**config.mk**
```make
export PLATFORM = sky130hd
export DESIGN_NAME = exit_gate_ctrl
export DESIGN_NICKNAME = d
export VERILOG_FILES = /design/src/rtl/parking_pkg.sv /design/src/rtl/exit_gate_ctrl_gate_timer.sv /design/src/rtl/exit_gate_ctrl.sv
export SDC_FILE = /design/constraint.sdc
export NUM_CORES = 1
export LEC_CHECK = 0
export BUFFER_PORTS_ARGS = -buffer_cell sky130_fd_sc_hd__buf_2
export CORE_UTILIZATION = 40
export DETAILED_ROUTE_END_ITERATION = 8
export PLACE_DENSITY_LB_ADDON = 0.05
export SLEW_MARGIN = 0
export SYNTH_ARGS = -nofsm -noshare
export SYNTH_HDL_FRONTEND = slang
export SYNTH_SLANG_ARGS = --single-unit
```
**constraint.sdc**
```tcl
create_clock -name clk -period 2.8 [get_ports clk]
set_input_delay 0.28 -clock clk [delete_from_list [all_inputs] [get_ports clk]]
set_output_delay 0.28 -clock clk [all_outputs]
set_load 0.005 [all_outputs]
```
**src/rtl/parking_pkg.sv**
```systemverilog
// Shared parking-lot definitions: gate state encoding, default gate codes
// and a small helper used to size shared timers.
package parking_pkg;

  localparam int PSWD_W = 8;

  localparam logic [PSWD_W-1:0] ENTRY_CODE = 8'd253;
  localparam logic [PSWD_W-1:0] EXIT_CODE  = 8'd194;

  typedef enum logic [1:0] {
    IDLE      = 2'd0,
    WAIT_CODE = 2'd1,
    OPEN      = 2'd2,
    LOCKED    = 2'd3
  } park_state_t;

  // Largest of three cycle counts, used to size one timer shared by all states.
  function automatic int max3(input int a, input int b, input int c);
    int m;
    m = a;
    if (b > m) m = b;
    if (c > m) m = c;
    return m;
  endfunction

endpackage

```
**src/rtl/exit_gate_ctrl_gate_timer.sv**
```systemverilog
// gate_timer: loadable, saturating down-counter. done is high while the
// count sits at zero; loading N-1 makes done rise in the N-th cycle after load.
module gate_timer #(
  parameter int W = 6
) (
  input  logic         clk,
  input  logic         rst,
  input  logic         load,
  input  logic [W-1:0] load_val,
  output logic         done
);

  logic [W-1:0] count_reg;

  // Load on request, otherwise count down and hold at zero.
  always_ff @(posedge clk) begin
    if (rst) begin
      count_reg <= '0;
    end else if (load) begin
      count_reg <= load_val;
    end else if (count_reg != '0) begin
      count_reg <= count_reg - 1'b1;
    end
  end

  assign done = (count_reg == '0);

endmodule

```
**src/rtl/exit_gate_ctrl.sv**
```systemverilog
// exit_gate_ctrl: exit barrier controller. A car at the front sensor enters
// code entry; the correct exit code opens the gate, which closes once the
// back sensor confirms passage (with a one-cycle exit_pulse) or after a
// gate-open timeout. Code entry is abandoned on car drop or timeout.
// Optional macro EXIT_ALARM_EN: counts wrong codes and enters a timed
// LOCKED state with alarm raised after MAX_TRIES wrong codes.
module exit_gate_ctrl #(
  parameter int                PSWD_W    = parking_pkg::PSWD_W,
  parameter logic [PSWD_W-1:0] EXIT_CODE = parking_pkg::EXIT_CODE,
  parameter int                CODE_TO   = 16,
  parameter int                OPEN_TO   = 32,
  parameter int                MAX_TRIES = 3,
  parameter int                LOCK_CYC  = 64
) (
  input  logic              clk,
  input  logic              rst,
  input  logic              car,
  input  logic              fr_sens,
  input  logic              bk_sens,
  input  logic [PSWD_W-1:0] pswd,
  input  logic              pswd_vld,
  output logic              gate,
  output logic              exit_pulse,
  output logic              alarm
);

  import parking_pkg::*;

  localparam int TMR_MAX = max3(CODE_TO, OPEN_TO, LOCK_CYC);
  localparam int TMR_W   = ($clog2(TMR_MAX) > 0) ? $clog2(TMR_MAX) : 1;

  // Timer load values: done rises when a state has lasted its full budget.
  localparam logic [TMR_W-1:0] CODE_LD = TMR_W'(CODE_TO - 1);
  localparam logic [TMR_W-1:0] OPEN_LD = TMR_W'(OPEN_TO - 1);
  localparam logic [TMR_W-1:0] LOCK_LD = TMR_W'(LOCK_CYC - 1);

  park_state_t      state_reg, state_next;
  logic             gate_reg, gate_next;
  logic             exit_pulse_reg, exit_pulse_next;
  logic             tmr_load;
  logic [TMR_W-1:0] tmr_load_val;
  logic             tmr_done;
  logic             code_ok;

  assign code_ok = pswd_vld && (pswd == EXIT_CODE);

`ifdef EXIT_ALARM_EN
  localparam int TRY_W = ($clog2(MAX_TRIES + 1) > 0) ? $clog2(MAX_TRIES + 1) : 1;
  localparam logic [TRY_W-1:0] TRIES_MAX = TRY_W'(MAX_TRIES);

  logic [TRY_W-1:0] tries_reg, tries_next;
  logic             alarm_reg, alarm_next;
`else
  // The wrong-code limit only matters when the lockout is built.
  logic unused_cfg;
  assign unused_cfg = (MAX_TRIES > 0);
`endif

  gate_timer #(
    .W(TMR_W)
  ) u_timer (
    .clk      (clk),
    .rst      (rst),
    .load     (tmr_load),
    .load_val (tmr_load_val),
    .done     (tmr_done)
  );

  // Next-state, timer reload and next-output decisions.
  always_comb begin
    state_next      = state_reg;
    exit_pulse_next = 1'b0;
    tmr_load        = 1'b0;
    tmr_load_val    = '0;
`ifdef EXIT_ALARM_EN
    tries_next      = tries_reg;
`endif

    case (state_reg)
      IDLE: begin
        if (car && fr_sens) state_next = WAIT_CODE;
      end

      WAIT_CODE: begin
        if (code_ok) begin
          state_next = OPEN;
`ifdef EXIT_ALARM_EN
          tries_next = '0;
`endif
        end else if (!car) begin
          state_next = IDLE;
        end else if (tmr_done) begin
          state_next = IDLE;
        end else if (pswd_vld) begin
`ifdef EXIT_ALARM_EN
          tries_next = (tries_reg == TRIES_MAX) ? TRIES_MAX : tries_reg + 1'b1;
          if (tries_next == TRIES_MAX) state_next = LOCKED;
`else
          // Without lockout a wrong code just keeps the gate waiting.
          state_next = WAIT_CODE;
`endif
        end
      end

      OPEN: begin
        // The car may already be under the barrier, so car is not consulted.
        if (bk_sens) begin
          state_next      = IDLE;
          exit_pulse_next = 1'b1;
        end else if (tmr_done) begin
          state_next = IDLE;
        end
      end

      LOCKED: begin
`ifdef EXIT_ALARM_EN
        if (tmr_done) begin
          state_next = IDLE;
          tries_next = '0;
        end
`else
        state_next = IDLE;
`endif
      end

      default: begin
        state_next = IDLE;
      end
    endcase

    // Every state entry restarts the timer with that state's budget.
    if (state_next != state_reg) begin
      tmr_load = 1'b1;
      case (state_next)
        WAIT_CODE: tmr_load_val = CODE_LD;
        OPEN:      tmr_load_val = OPEN_LD;
        LOCKED:    tmr_load_val = LOCK_LD;
        default:   tmr_load_val = '0;
      endcase
    end

    gate_next = (state_next == OPEN);
`ifdef EXIT_ALARM_EN
    alarm_next = (state_next == LOCKED);
`endif
  end

  // State and registered outputs; reset closes the gate on the same edge.
  always_ff @(posedge clk) begin
    if (rst) begin
      state_reg      <= IDLE;
      gate_reg       <= 1'b0;
      exit_pulse_reg <= 1'b0;
    end else begin
      state_reg      <= state_next;
      gate_reg       <= gate_next;
      exit_pulse_reg <= exit_pulse_next;
    end
  end

`ifdef EXIT_ALARM_EN
  // Wrong-code counter and alarm output.
  always_ff @(posedge clk) begin
    if (rst) begin
      tries_reg <= '0;
      alarm_reg <= 1'b0;
    end else begin
      tries_reg <= tries_next;
      alarm_reg <= alarm_next;
    end
  end

  assign alarm = alarm_reg;
`else
  assign alarm = 1'b0;
`endif

  assign gate       = gate_reg;
  assign exit_pulse = exit_pulse_reg;

endmodule

```
**Word-level counts from Yosys, hierarchy flattened**

Cells that the tools add are included.
Widths: inputs -> output; s select.

- Input bits: 14
- Register bits: 10
- Output and inout port bits: 3
- Word-level logic and storage cells: 35

- Equality and inequality tests: 8
- Reduce and logical (&&, ||, !) cells: 7
- Mux-type cells: 14
- $add $sub $neg: 1
- Bitwise gates (word level): 1

Operators by type and width:

| operator | number |
|---|---|
| $mux 6 | 3 |
| $pmux 6 s3 | 1 |
| $mux 2 | 7 |
| $eq 2x2->1 const B | 4 |
| $eq 8x8->1 const B | 1 |
| $pmux 2 s4 | 1 |
| $logic_not 6->1 | 1 |
| $reduce_bool 6->1 | 1 |
| $sub 6x1->6 const B | 1 |
| $eq 2x1->1 const B | 2 |
| $logic_and 1x1->1 | 2 |
| $logic_not 2->1 | 1 |
| $mux 1 | 2 |
| $ne 2x2->1 | 1 |
| $reduce_bool 2->1 | 1 |
| $reduce_or 2->1 | 1 |
| $not 1->1 | 1 |

**Logic depth before layout (Yosys ltp)**

Gate-level depths: netlist of the first run.

- Depth after elaboration: 9
- Depth in mapped cells: 7
- Mapped depth without buffers: 7

**Cells and area by module**

From an unflattened synthesis of the first run, not the netlist that was laid out.

- Cells, all modules: 73
- Area total of the unflattened synthesis: 633.1 um^2

By module, submodules not included:

| module | sequential area each (um^2) | times used | area each (um^2) | cells each |
|---|---|---|---|---|
| gate_timer | 120.1 | 1 | 395.4 | 46 |
| exit_gate_ctrl | 80.1 | 1 | 237.7 | 27 |

**Least setup slack after synthesis of the first run**

No wires, ideal clock.

- Path type: flip-flop to flip-flop
- Start: register u_timer.count_reg[0]
- End: register u_timer.count_reg[0]
- Buffers on the path: 0
- Cell stages (with the launch flop): 8
- Clock period less this slack: 1.629 ns
- Arrival time: 1.559 ns
- Setup slack: 1.171 ns
- Setup time: 0.070 ns
- Data required time: 2.730 ns
- Cells stage by stage: dfxtp_1 -> inv_1 -> ha_1 -> or3b_2 -> nor3_2 -> xnor2_1 -> nand2_1 -> a21oi_1

- Longest elaborated chain between the ends: 9
- Elaborated cells between the ends (all ways): 19
- Those cells by class: 1 x add/sub; 4 x eq/ne; 11 x mux; 3 x reduce/logical

RTL lines:

| item | RTL line | text |
|---|---|---|
| start, declared | exit_gate_ctrl_gate_timer.sv:13 | `logic [W-1:0] count_reg;` |
| start signal, assigned | exit_gate_ctrl_gate_timer.sv:20 | `count_reg <= load_val;` |
| start signal, assigned | exit_gate_ctrl_gate_timer.sv:22 | `count_reg <= count_reg - 1'b1;` |
| $logic_not 6->1 | exit_gate_ctrl_gate_timer.sv:26 | `assign done = (count_reg == '0);` |
| $mux 2 | exit_gate_ctrl.sv:92 | `end else if (tmr_done) begin` |
| $mux 2 | exit_gate_ctrl.sv:90 | `end else if (!car) begin` |
| $mux 2 | exit_gate_ctrl.sv:85 | `if (code_ok) begin` |
| $pmux 2 s4 | exit_gate_ctrl.sv:79 | `case (state_reg)` |
| $eq 2x2->1 / $eq 2x1->1 (equally long branches) | exit_gate_ctrl.sv:134 | `case (state_next)` |
| $pmux 6 s3 | exit_gate_ctrl.sv:134 |  |
| $mux 6 | exit_gate_ctrl.sv:132 | `if (state_next != state_reg) begin` |
| $mux 6 | exit_gate_ctrl_gate_timer.sv:19 | `end else if (load) begin` |

Parallel ways exist; a longest one is shown, timed or not. The select of a mux whose other input is x is not followed.
A chain may end at the register's enable or synchronous reset.

**Worst setup path in the final report of the first run**

Same ends and word-level chain as after synthesis.

==> results.txt, run 1 <==
----------------------------------------------------
[Run status]
  Run status ... complete, no violations

[Routing]
  Remaining design rule violation count ... 0
  Final wirelength ... 1168 µm
  Drt wl/cell ... 11.80 µm
  Antenna-violating nets left ... 0
  Vias ... 528
  Router iterations before antenna repair ... 4
  DRC marker count from the first detailed-route iteration ... 11
  Post-detailed-route via-to-cell ratio ... 5.333

[Worst setup path]
  WP depth ... 7
  Depth of the worst register-to-register path ... 7
  Bufs and invs on worst path ... 1
  Ordered cell list for the critical path ... inv_1, ha_1, or3b_2, nor3_2, xnor2_1, nand2_1, a21oi_1
  Category of the worst setup path launch point ... flip-flop
  Biggest cell delay along the critical path ... 0.50 ns
  Critical Path Fanout Max ... 5
  Critical path data arrival time ... 2.02 ns
  Data required time of the critical path ... 3.01 ns
  Endpoint type of the worst setup path ... flip-flop
  Master of the slowest instance on the critical path ... sky130_fd_sc_hd__or3b_2
  Start-to-end type of the worst setup path ... reg2reg
  Gate family responsible for the most delay along the worst path ... simple AND/OR/NAND/NOR gates

[Clocking]
  Clk Latency, worst-skew pair ... 0.27 ns
  Clock transition at path regs ... 0.07 ns
  Hold bufs inserted after CTS ... 0
  CTS max path bufs ... 2
  TritonCTS clock tree ... built
  Resize count post-CTS ... 0
  Clock H-tree levels ... 1
  # clock sinks ... 10
  Total setup buffers inserted after CTS ... 0
  Number of buffers added by the clock tree synthesis step ... 3
  Cell at the root of the clock tree ... sky130_fd_sc_hd__clkbuf_4

[Timing]
  Final clock skew ... 0.002701 ns
  Min setup slack post-route ... 0.9939 ns
  Top achievable clock speed ... 0.5537 GHz
  Final TNS setup ... 0 ns
  Final setup violation count ... 0
  Post-layout minimum cycle time ... 1.806 ns
  Final Hold Fails ... 0
  Final clock period utilization by the worst path ... 0.6450
  Worst Hold Slack ... 0.3123 ns
  Final number of max-transition violations ... 0
  Unrepaired setup endpoints after global routing ... false

[Power]
  Switching power total ... 240.3 µW
  Worst-case vdd ir drop ... 0.5078 mV
  Switching power as a share of total power ... 0.3761
  Combinational cell fraction of total power ... 0.452
  Leakage power ... 0.2908 nW
  Clock network fraction of design power ... 0.214
  Internal power ... 398.8 µW
  Cell area power density ... 917.1 nW/µm²
  Sequential share of power ... 0.334
  Total power ... 639.1 µW

[Final layout]
  Antenna diodes ... 0
  Number of flip-flops under the largest register name ... 6
  P&R area growth vs syn ... 20.56%
  Share of post-route cells with drive strength above 1 ... 0.3214
  Number of standard cells in the layout, taps in and fillers out ... 99
  Final-layout fill cell count ... 127
  Layout Nets ... 100

[Synth]
  Net count after synthesis ... 82
  Cells after synthesis ... 67
  Unique cell type count in the Yosys netlist ... 31
  Synthesized flop and latch total ... 10
  Warnings from Yosys ... 0
  Seq/Total Area, Yosys ... 0.3463
  Synth Cell Area ... 578.1 µm²
  Average cell area after synthesis ... 8.628 µm²

[Floorplan]
  Core Box Area ... 1318 µm²
  Starting Density ... 0.4387
  Rows ... 13
  Die Y ... 40.02 µm
  Die outline width ... 40.02 µm
  Die Area ... 1601 µm²
  # IOs ... 17

[Place]
  Detailed placement HPWL ... 937.4 µm
  Worst slack at placement ... 1.002 ns
  Number of placed cells counting well taps ... 95
  Global placement routability congestion ... 0.8026
  Total of buffers placed on input and output ports ... 15

[Global route]
  Largest net degree at the start of global routing ... 12
  All-Layer GR Usage ... 0.1746
  Global-route wire length before repair ... 1738 µm
  Via count of the first global-routing pass ... 403
  Congestion Overflow GR ... 0
  Initial antenna violation count ... 0

[Job]
  Number of max-cap violations ... 0

[Worst hold path]
  Tightest Hold Check Type ... in2reg
  Hold depth ... 2

----------------------------------------------------
[cells in the final DEF, fill, tap and decap left out, drive strengths merged]
| master | netlist | routed |
|---|---|---|
| inv | 2 | 2 |
| nor2 | 9 | 9 |
| a211o | 1 | 1 |
| clkbuf | 1 | 4 |
| nand2 | 4 | 4 |
| nor3b | 2 | 2 |
| ha | 1 | 1 |
| nand3 | 2 | 2 |
| or3 | 1 | 1 |
| and2b | 2 | 2 |
| buf | 1 | 15 |
| nand3b | 2 | 2 |
| o22ai | 3 | 3 |
| a211oi | 3 | 3 |
| a311oi | 1 | 1 |
| or3b | 2 | 2 |
| mux2i | 1 | 1 |
| conb | 1 | 1 |
| o21a | 1 | 1 |
| a21oi | 3 | 3 |
| nand4 | 2 | 2 |
| a31oi | 2 | 2 |
| and3b | 2 | 2 |
| and4bb | 2 | 2 |
| nor3 | 3 | 3 |
| dfxtp | 10 | 10 |
| xnor2 | 3 | 3 |
[cell type report]
class	count	area (µm²)	share of cell area
Timing Repair Buffer	15	75.07	0.1077
Tap cell	15	18.77	0.02693
Multi-Input combinational cell	53	359.1	0.5153
Sequential cell	10	200.2	0.2873
Inverter	2	7.507	0.01077
Clock buffer	4	36.28	0.05206
[cell usage after synthesis]
library cell	n	area, µm²
sky130_fd_sc_hd__a31oi_1	1	6.260
sky130_fd_sc_hd__nand2_1	4	15.01
sky130_fd_sc_hd__a211o_1	1	8.760
sky130_fd_sc_hd__conb_1	1	3.750
sky130_fd_sc_hd__nand3_1	2	10.01
sky130_fd_sc_hd__a21oi_1	3	15.01
sky130_fd_sc_hd__dfxtp_1	10	200.2
sky130_fd_sc_hd__a311oi_1	1	8.760
sky130_fd_sc_hd__or3b_1	1	8.760
sky130_fd_sc_hd__or3_1	1	6.260
sky130_fd_sc_hd__inv_1	2	7.510
sky130_fd_sc_hd__nor3b_1	2	15.01
sky130_fd_sc_hd__a211oi_1	3	22.52
sky130_fd_sc_hd__clkbuf_1	1	3.750
sky130_fd_sc_hd__and3b_2	1	10.01
sky130_fd_sc_hd__o21a_1	1	7.510
sky130_fd_sc_hd__a31oi_2	1	12.51
sky130_fd_sc_hd__and3b_1	1	8.760
sky130_fd_sc_hd__nand4_1	2	12.51
sky130_fd_sc_hd__buf_4	1	7.510
sky130_fd_sc_hd__nor2_1	9	33.78
sky130_fd_sc_hd__ha_1	1	12.51
sky130_fd_sc_hd__or3b_2	1	8.760
sky130_fd_sc_hd__nor3_1	2	10.01
sky130_fd_sc_hd__mux2i_1	1	10.01
sky130_fd_sc_hd__xnor2_1	3	26.28
sky130_fd_sc_hd__o22ai_1	3	18.77
sky130_fd_sc_hd__nand3b_1	2	15.01
sky130_fd_sc_hd__and2b_2	2	17.52
sky130_fd_sc_hd__and4bb_2	2	25.02
sky130_fd_sc_hd__nor3_2	1	10.01
[through the flow]
step	cell area, µm²	utilization
4_1_cts	696.9	0.5290
5_1_grt	696.9	0.5290
3_5_place_dp	660.6	0.5014
2_1_floorplan	578.1	-
6_report	696.9	0.5290
3_3_place_gp	660.6	0.5014
[per-layer routing]
metal / vias up / global-route usage / wire length (µm)
li1: 281 / - / -
met1: 225 / 0.2323 / 617
met2: 17 / 0.2339 / 456
met3: 5 / 0.05000 / 61
met4: 0 / 0.1293 / 32
met5: - / 0 / 0
[power by group through the flow]
stage	registers (mW)	clock network, mW	logic, mW
after floorplan	0.208	0	0.246
after global placement	0.217	0	0.287
after detailed placement	0.217	0	0.292
after CTS	0.214	0.135	0.292
after global routing	0.219	0.142	0.322
final	0.214	0.137	0.289
[final timing paths]
kind / to / slack [ns] / startpoint
setup / recovery: u_timer.count_reg[0]$_SDFFE_PP0P_ / 0.99 / u_timer.count_reg[0]$_SDFFE_PP0P_
hold reg to reg: u_timer.count_reg[1]$_SDFFE_PP0P_ / 0.50 / u_timer.count_reg[1]$_SDFFE_PP0P_
setup reg to reg: u_timer.count_reg[0]$_SDFFE_PP0P_ / 0.99 / u_timer.count_reg[0]$_SDFFE_PP0P_
hold / removal: u_timer.count_reg[4]$_SDFFE_PP0P_ / 0.31 / rst
[logic make-up (layout without fill, tap and decap cells)]
logic type | Yosys count | after routing | synth area share
compound gates | 14 | 14 | 0.1732
xor+xnor | 3 | 3 | 0.04546
fa+ha+maj | 1 | 1 | 0.02164
buf+inv | 4 | 21 | 0.03247
flops | 10 | 10 | 0.3463
mux | 1 | 1 | 0.01732
other cells | 1 | 1 | 0.006487
simple gates | 33 | 33 | 0.3571
No activity file was read; power rests on OpenSTA's default activity.
==> inputs of run 2 (changes only) <==
==> constraint.sdc (replaced) <==
create_clock -name clk -period 1.45 [get_ports clk]
set_input_delay 0.145 -clock clk [delete_from_list [all_inputs] [get_ports clk]]
set_output_delay 0.145 -clock clk [all_outputs]
set_load 0.005 [all_outputs]
==> run 2 against run 1 <==
The flow now finishes with violations (setup timing). Sequential power rose by 89%. Hold slack got worse by 0.14 ns. Utilization is 15 points higher. Register-to-register slack got worse by 1.0 ns. Setup slack got worse by 1.0 ns. Clock-buffer cell count unchanged. Critical path depth shrank 2. Non-clock buffer count up 15. Final area up 28%. Die area unchanged. Maximum frequency grew 20%. Wire length rose by 23%. Critical endpoint is now u_timer.count_reg[1]$_SDFFE_PP0P_. Largest power group unchanged.
==> results.txt, run 2 (synthesis gave the netlist of run 1 again) <==
----------------------------------------------------
[Floorplan]
  Die Area ... 1601 µm² (unchanged)
  Rows ... 13 (unchanged)
  Die outline width ... 40.02 µm (unchanged)
  Starting Density ... 0.4387 (unchanged)
  Die Y ... 40.02 µm (unchanged)
  Core Box Area ... 1318 µm² (unchanged)
  # IOs ... 17 (unchanged)

[Routing]
  Drt wl/cell ... 12.60 µm (+6.8%)
  Vias ... 628 (+19%)
  Final wirelength ... 1436 µm (+23%)
  Antenna-violating nets left ... 0 (unchanged)
  Router iterations before antenna repair ... 4 (unchanged)
  Remaining design rule violation count ... 0 (unchanged)
  Highest metal layer with signal wires ... met4
  Met3 WL ... 76 µm (+25%)
  DRC marker count from the first detailed-route iteration ... 11 (unchanged)
  Sum of met2 wire segment lengths after detailed routing ... 693 µm (+52%)
  Wire length on met1 ... 628 µm (+1.8%)
  Post-detailed-route via-to-cell ratio ... 5.509 (+3.3%)

[Final layout]
  Number of flip-flops under the largest register name ... 6 (unchanged)
  Layout Nets ... 115 (+15%)
  Antenna diodes ... 0 (unchanged)
  Final-layout fill cell count ... 113 (-11%)
  Highest-count cells in the layout ignoring fill and taps ... sky130_fd_sc_hd__buf_2 (15), sky130_fd_sc_hd__buf_4 (15), sky130_fd_sc_hd__nor2_1 (9)
  Share of post-route cells with drive strength above 1 ... 0.5657 (+0.2442)
  Finished Cell Area ... 893.4 µm² (+28%)
  P&R area growth vs syn ... 54.55%

[Global route]
  All-Layer GR Usage ... 0.2021 (+0.02752)
  Global-route wire length before repair ... 2159 µm (+24%)
  Via count of the first global-routing pass ... 553 (+37%)
  Congestion Overflow GR ... 0 (unchanged)
  Largest net degree at the start of global routing ... 12 (unchanged)
  Initial antenna violation count ... 0 (unchanged)

[Power]
  Leakage power ... 0.3809 nW (+31%)
  Worst-case vdd ir drop ... 0.7704 mV (+52%)
  Cell area power density ... 1802 nW/µm² (+97%)
  Total power ... 1.610 mW (+150%)

[Run status]
  Violated checks ... setup timing
  Run status ... finished, violations left

[Worst setup path]
  Category of the worst setup path launch point ... flip-flop
  Critical Path Fanout Max ... 4 (-1)
  Master of the slowest instance on the critical path ... sky130_fd_sc_hd__dfxtp_1
  Start-to-end type of the worst setup path ... reg2reg
  Bufs and invs on worst path ... 0 (-1)
  Biggest cell delay along the critical path ... 0.35 ns (-0.15 ns)
  R2r endpoint ... u_timer.count_reg[1]$_SDFFE_PP0P_
  Gate family responsible for the most delay along the worst path ... compound AO/OA/AOI/OAI gates
  Data required time of the critical path ... 1.59 ns (-1.42 ns)
  Endpoint type of the worst setup path ... flip-flop
  Reg2Reg Launch Point ... u_timer.count_reg[2]$_SDFFE_PP0P_
  Critical path data arrival time ... 1.64 ns (-0.38 ns)
  Ordered cell list for the critical path ... nor2_1, nand3_2, a211o_1, o22ai_1, a311oi_1
  Register-to-register setup slack ... -0.05 ns (-1.05 ns)
  Depth of the worst register-to-register path ... 5 (-2)

[Clocking]
  Clk Latency, worst-skew pair ... 0.27 ns (about the same)
  TritonCTS clock tree ... built
  Hold bufs inserted after CTS ... 0 (unchanged)
  Cell at the root of the clock tree ... sky130_fd_sc_hd__clkbuf_4
  CTS max path bufs ... 2 (unchanged)
  Clock H-tree levels ... 1 (unchanged)
  # clock sinks ... 10 (unchanged)
  Number of buffers added by the clock tree synthesis step ... 3 (unchanged)
  Clock transition at path regs ... 0.07 ns (about the same)

[Timing]
  Final Hold Fails ... 0 (unchanged)
  Final number of max-transition violations ... 0 (unchanged)
  Min setup slack post-route ... -0.05378 ns (-1.048 ns)
  Unrepaired setup endpoints after global routing ... true
  Final clock skew ... 0.001031 ns (-0.001671 ns)
  Post-layout minimum cycle time ... 1.504 ns (-0.3023 ns)
  Top achievable clock speed ... 0.6650 GHz (+20%)
  Final setup violation count ... 4 (+4)
  Final clock period utilization by the worst path ... 1.037 (+0.3921)

[Place]
  Detailed placement HPWL ... 1061 µm (+13%)
  Cell area after placement ... 778.2 µm² (+18%)
  Total of buffers placed on input and output ports ... 15 (unchanged)
  Worst slack at placement ... -0.1580 ns (-1.161 ns)
  Global placement routability congestion ... 0.8204 (+2.2%)

[Worst hold path]
  Origin of the worst min-delay path ... rst
  Endpoint of the worst hold path ... u_timer.count_reg[0]$_SDFFE_PP0P_
  Tightest Hold Check Type ... in2reg
  Hold depth ... 2 (unchanged)

[Job]
  Number of max-cap violations ... 0 (unchanged)

----------------------------------------------------
==> run 2: cell types whose count changed in the layout (fill, tap and decap cells not counted), moves of 2 or more <==
| cell | change |
|---|---|
| sky130_fd_sc_hd__a211oi_1 | -3 |
| sky130_fd_sc_hd__a211oi_2 | +3 |
| sky130_fd_sc_hd__a31oi_4 | +2 |
| sky130_fd_sc_hd__buf_4 | +15 |
| sky130_fd_sc_hd__dfxtp_1 | -3 |
| sky130_fd_sc_hd__dfxtp_2 | +2 |
| sky130_fd_sc_hd__inv_1 | -2 |
| sky130_fd_sc_hd__inv_2 | +2 |
| sky130_fd_sc_hd__or3b_4 | +2 |
==> run 2: cell type report <==
type,count,area (µm²),area share
inverter,2,7.507,0.008403
timing repair buffer,30,187.7,0.2101
sequential,10,206.4,0.2311
clock buffer,4,36.28,0.04062
tap,15,18.77,0.02101
multi-input combinational,53,436.7,0.4888
==> run 2: worst max path at each step <==
stage | startpoint | to | slack, ns | cells after the start
after global routing | u_timer.count_reg[2]$_SDFFE_PP0P_ | u_timer.count_reg[1]$_SDFFE_PP0P_ | -0.10 | 5
after floorplan | u_timer.count_reg[1]$_SDFFE_PP0P_ | u_timer.count_reg[0]$_SDFFE_PP0P_ | -0.02 | 7
final | u_timer.count_reg[2]$_SDFFE_PP0P_ | u_timer.count_reg[1]$_SDFFE_PP0P_ | -0.05 | 5
after CTS | state_reg[1]$_SDFF_PP0_ | u_timer.count_reg[1]$_SDFFE_PP0P_ | -0.04 | 5
after global placement | state_reg[1]$_SDFF_PP0_ | u_timer.count_reg[1]$_SDFFE_PP0P_ | -0.14 | 5
after detailed placement | state_reg[1]$_SDFF_PP0_ | u_timer.count_reg[1]$_SDFFE_PP0P_ | -0.16 | 5
==> run 2: metrics by stage <==
step           utilization  cells  hold slack (ns)  setup TNS (ns)
6_report            0.6781    114           0.1732        -0.09407
4_1_cts             0.6686    115           0.1646        -0.06701
3_3_place_gp        0.5907    107           0.4460         -0.3106
5_1_grt             0.6781    114           0.1926         -0.3596
2_1_floorplan            -     67           0.3200        -0.02967
3_5_place_dp        0.5907    107           0.4463         -0.4458
==> run 2: layer usage <==
metal | vias to the layer above | GRT usage
li1 | 312 | -
met3 | 6 | 0.03333
met1 | 283 | 0.2321
met2 | 27 | 0.3669
met5 | - | 0
met4 | 0 | 0.07759
==> run 2: what timing repair did <==
action	CTS	global route
resized for setup	8	4
buffers inserted	4	0
setup endpoints to repair	6	6
pin swaps	3	3
==> run 2: power breakdown <==
group / internal (mW) / switching, mW / leakage, nW
Clock: 0.153 / 0.105 / 0.0210
Combinational: 0.512 / 0.436 / 0.277
Sequential: 0.346 / 0.0583 / 0.0831
Total: 1.01 / 0.599 / 0.381
==> inputs of run 3 (changes only) <==
--- a/config.mk
+++ b/config.mk
@@ -6,10 +6,13 @@
 export NUM_CORES = 1
 export LEC_CHECK = 0
 export BUFFER_PORTS_ARGS = -buffer_cell sky130_fd_sc_hd__buf_2
-export CORE_UTILIZATION = 40
+export CELL_PAD_IN_SITES_DETAIL_PLACEMENT = 1
+export CELL_PAD_IN_SITES_GLOBAL_PLACEMENT = 1
+export CORE_UTILIZATION = 33
 export DETAILED_ROUTE_END_ITERATION = 8
 export PLACE_DENSITY_LB_ADDON = 0.05
 export SLEW_MARGIN = 0
 export SYNTH_ARGS = -nofsm -noshare
 export SYNTH_HDL_FRONTEND = slang
+export SYNTH_HIERARCHICAL = 1
 export SYNTH_SLANG_ARGS = --single-unit
==> run 3 against run 2 <==
The flow still finishes with violations (setup timing). Sequential share of layout area down 4.3 points. Synthesized cell count is 9.0% higher. Maximum frequency down 23%. Synthesized area up 9.5%. Hold slack gained 0.042 ns. Flip-flop and latch count stayed put. Critical path depth is 5 higher. Sequential power down 3%. Die area is 31% higher. Via count up 20%.
==> results.txt, run 3 <==
----------------------------------------------------
[Worst setup path]
  Master of the slowest instance on the critical path ... sky130_fd_sc_hd__or4b_4
  Critical Path Fanout Max ... 7 (+3)
  Register-to-register setup slack ... -0.49 ns (-0.44 ns)
  Biggest cell delay along the critical path ... 0.50 ns (+0.15 ns)
  Category of the worst setup path launch point ... flip-flop
  Critical path data arrival time ... 2.15 ns (+0.51 ns)
  Ordered cell list for the critical path ... inv_2, ha_4, nand2b_4, nor2_4, or4b_4, nand2_4, o22ai_4, buf_6, a211o_1, a21oi_2
  Data required time of the critical path ... 1.65 ns (+0.06 ns)
  Start-to-end type of the worst setup path ... reg2reg
  Endpoint type of the worst setup path ... flip-flop

[Synth]
  Most common flop cell mapped by yosys ... sky130_fd_sc_hd__dfxtp_1
  Main combinational cell family by area after synthesis ... simple AND/OR/NAND/NOR gates
  Warnings from Yosys ... 6 (+6)
  Most frequent cells after synthesis ... sky130_fd_sc_hd__dfxtp_1 (10), sky130_fd_sc_hd__nand2_1 (8), sky130_fd_sc_hd__a21oi_1 (5), sky130_fd_sc_hd__inv_1 (5)
  Unique cell type count in the Yosys netlist ... 35 (+13%)
  Synth Cell Area ... 633.1 µm² (+9.5%)
  Cell types occupying the most area after synthesis ... sky130_fd_sc_hd__dfxtp_1 (32%), sky130_fd_sc_hd__nand2_1 (4.7%), sky130_fd_sc_hd__xnor2_1 (4.2%)
  Average cell area after synthesis ... 8.673 µm² (+0.52%)
  Top-area cell type share of the netlist area ... 0.3162 (-0.03011)
  Synthesized flop and latch total ... 10 (unchanged)
  Complex-gate fraction of the synthesized area ... 0.1897 (+0.01656)
  Post-synthesis share of cell area spent on full adders, half adders and majority gates ... 0.03953 (+0.01788)
  Fraction of registers with async set or reset after synthesis ... 0 (unchanged)
  Largest area contributor in the synthesized netlist ... sky130_fd_sc_hd__dfxtp_1
  Share of synthesized area spent on multiplexers ... 0 (-0.01732)
  Area share of xor/xnor cells in the synthesized design ... 0.04150 (-0.003953)
  Leading cell type by number of instances after synthesis ... sky130_fd_sc_hd__dfxtp_1
  Number of enable flip-flop cells after synthesis ... 0 (unchanged)
  Seq/Total Area, Yosys ... 0.3162 (-0.03011)
  Cells after synthesis ... 73 (+9.0%)
  Post-synthesis simple-gate area fraction ... 0.3538 (-0.003388)

[Timing]
  Post-layout minimum cycle time ... 1.944 ns (+0.4405 ns)
  Final clock skew ... 0.006184 ns (+0.005154 ns)
  Min setup slack post-route ... -0.4943 ns (-0.4405 ns)
  Final clock period utilization by the worst path ... 1.341 (+0.3038)
  Final number of max-transition violations ... 0 (unchanged)
  Final setup violation count ... 9 (+5)
  Final TNS setup ... -3.410 ns (-3.316 ns)
  Top achievable clock speed ... 0.5143 GHz (-23%)
  Final Hold Fails ... 0 (unchanged)
  Unrepaired setup endpoints after global routing ... true
  Worst Hold Slack ... 0.2154 ns (+0.04227 ns)

[Worst hold path]
  Tightest Hold Check Type ... in2reg

[Floorplan]
  Die outline width ... 45.80 µm (+14%)
  Core Box Area ... 1764 µm² (+34%)
  Die Area ... 2098 µm² (+31%)
  Starting Density ... 0.3589 (-0.07988)
  # IOs ... 17 (unchanged)
  Rows ... 15 (+2)
  Die Y ... 45.80 µm (+14%)

[Global route]
  All-Layer GR Usage ... 0.2114 (+0.009338)
  Global-route wire length before repair ... 3077 µm (+43%)
  Largest net degree at the start of global routing ... 16 (+4)
  Global routing usage on met2 ... 0.3714 (+0.004493)
  Via count of the first global-routing pass ... 686 (+24%)
  Global routing's busiest layer ... met2
  Global routing met1 resource utilization ... 0.2584 (+0.02629)
  Met3 Use GR ... 0.03571 (+0.002381)
  Congestion Overflow GR ... 0 (unchanged)
  Initial antenna violation count ... 0 (unchanged)

[Final layout]
  Number of flip-flops under the largest register name ... 6 (unchanged)
  Share of post-route cells with drive strength above 1 ... 0.6134 (+0.04779)
  Antenna diodes ... 0 (unchanged)
  P&R area growth vs syn ... 71.34%
  Layout Nets ... 136 (+18%)
  Most common cell after layout, fill and taps aside ... sky130_fd_sc_hd__buf_4
  Highest-count cells in the layout ignoring fill and taps ... sky130_fd_sc_hd__buf_4 (27), sky130_fd_sc_hd__buf_2 (15), sky130_fd_sc_hd__nand2_1 (7), sky130_fd_sc_hd__dfxtp_1 (7)

[Place]
  Detailed placement HPWL ... 1495 µm (+41%)
  Total of buffers placed on input and output ports ... 15 (unchanged)
  Global placement routability congestion ... 0.7201 (-12%)

[Clocking]
  Cell at the root of the clock tree ... sky130_fd_sc_hd__clkbuf_4
  Number of buffers added by the clock tree synthesis step ... 3 (unchanged)
  Hold bufs inserted after CTS ... 0 (unchanged)
  Clock transition at path regs ... 0.07 ns (about the same)
  # clock sinks ... 10 (unchanged)
  TritonCTS clock tree ... built
  Clk Latency, worst-skew pair ... 0.27 ns (about the same)
  Clock H-tree levels ... 1 (unchanged)
  CTS max path bufs ... 2 (unchanged)

[Run status]
  Run status ... finished, violations left
  Violated checks ... setup timing

[Power]
  Leakage power ... 0.4671 nW (+23%)
  Cell area power density ... 1850 nW/µm² (+2.7%)
  Worst-case vdd ir drop ... 1.376 mV (+79%)
  Total power ... 2.007 mW (+25%)

[Routing]
  Final wirelength ... 2094 µm (+46%)
  Remaining design rule violation count ... 0 (unchanged)
  DRC marker count from the first detailed-route iteration ... 6 (-5)
  Vias ... 754 (+20%)
  Drt wl/cell ... 14.54 µm (+15%)
  Antenna-violating nets left ... 0 (unchanged)
  Router iterations before antenna repair ... 4 (unchanged)
  Post-detailed-route via-to-cell ratio ... 5.236 (-4.9%)

[Job]
  Number of max-cap violations ... 0 (unchanged)

----------------------------------------------------
-- run 3: cell types whose count changed in the layout (fill, tap and decap cells not counted), sizes merged, moves of 3 or more --
cell	before	now
buf	30	44
inv	2	5
nand2	4	8
nor2	9	3
-- run 3: final timing paths --
path	from	cells after the start	to
max	u_timer/count_reg[0]$_SDFFE_PP0P_	10	u_timer/count_reg[2]$_SDFFE_PP0P_
max reg2reg	u_timer/count_reg[0]$_SDFFE_PP0P_	10	u_timer/count_reg[2]$_SDFFE_PP0P_
min reg2reg	u_timer/count_reg[5]$_SDFFE_PP0P_	3	u_timer/count_reg[5]$_SDFFE_PP0P_
min	bk_sens	2	exit_pulse$_SDFF_PP0_
-- run 3: cell type report --
type	count	area, µm²
well taps	25	31.28
repair buffers	44	300.3
clock buffers	4	36.28
multi-input cells	56	494.2
flip-flops and latches	10	203.9
inverters	5	18.77
fillers	226	679.4
-- run 3: kinds of logic after synthesis --
group,Yosys count
and+or+nand+nor,33
AOI/OAI and AO/OA,16
DFF,10
buffers and inverters,8
xor gates and xnor gates,3
adders and majority gates,2
other,1
-- run 3: power by group --
part | internal [mW] | switching [mW]
Sequential | 0.354 | 0.0381
Clock | 0.153 | 0.106
Combinational | 0.756 | 0.600
Total | 1.26 | 0.744
-- run 3: routing by layer --
metal / vias to the layer above / wire (µm)
li1: 361 / -
met2: 22 / 1075
met1: 369 / 915
met4: 0 / 17
met5: - / 0
met3: 2 / 86
-- run 3: stage by stage --
stage | cell area [µm²] | setup WS, ns | std cells | utilization
floorplan | 691.9 | -0.4211 | 74 | -
global placement | 930.9 | -0.4879 | 132 | 0.5277
detailed placement | 930.9 | -0.5128 | 132 | 0.5277
CTS | 1036 | -0.4978 | 139 | 0.5872
global route | 1085 | -0.5644 | 144 | 0.6149
finish | 1085 | -0.4943 | 144 | 0.6149
-- run 3: critical path, delay by kind of cell (launching register included) --
| family | cells | cell delay (ns) |
|---|---|---|
| and+or+nand+nor | 4 | 0.71 |
| adders and majority gates | 1 | 0.16 |
| buffers and inverters | 2 | 0.22 |
| AOI/OAI and AO/OA | 3 | 0.46 |
| DFF | 1 | 0.34 |
-- run 3: repair_timing --
action	in CTS	in global routing
setup endpoints to repair	9	9
cloned	0	0
buffers inserted	3	5
resized for setup	7	3
pin swaps	3	4
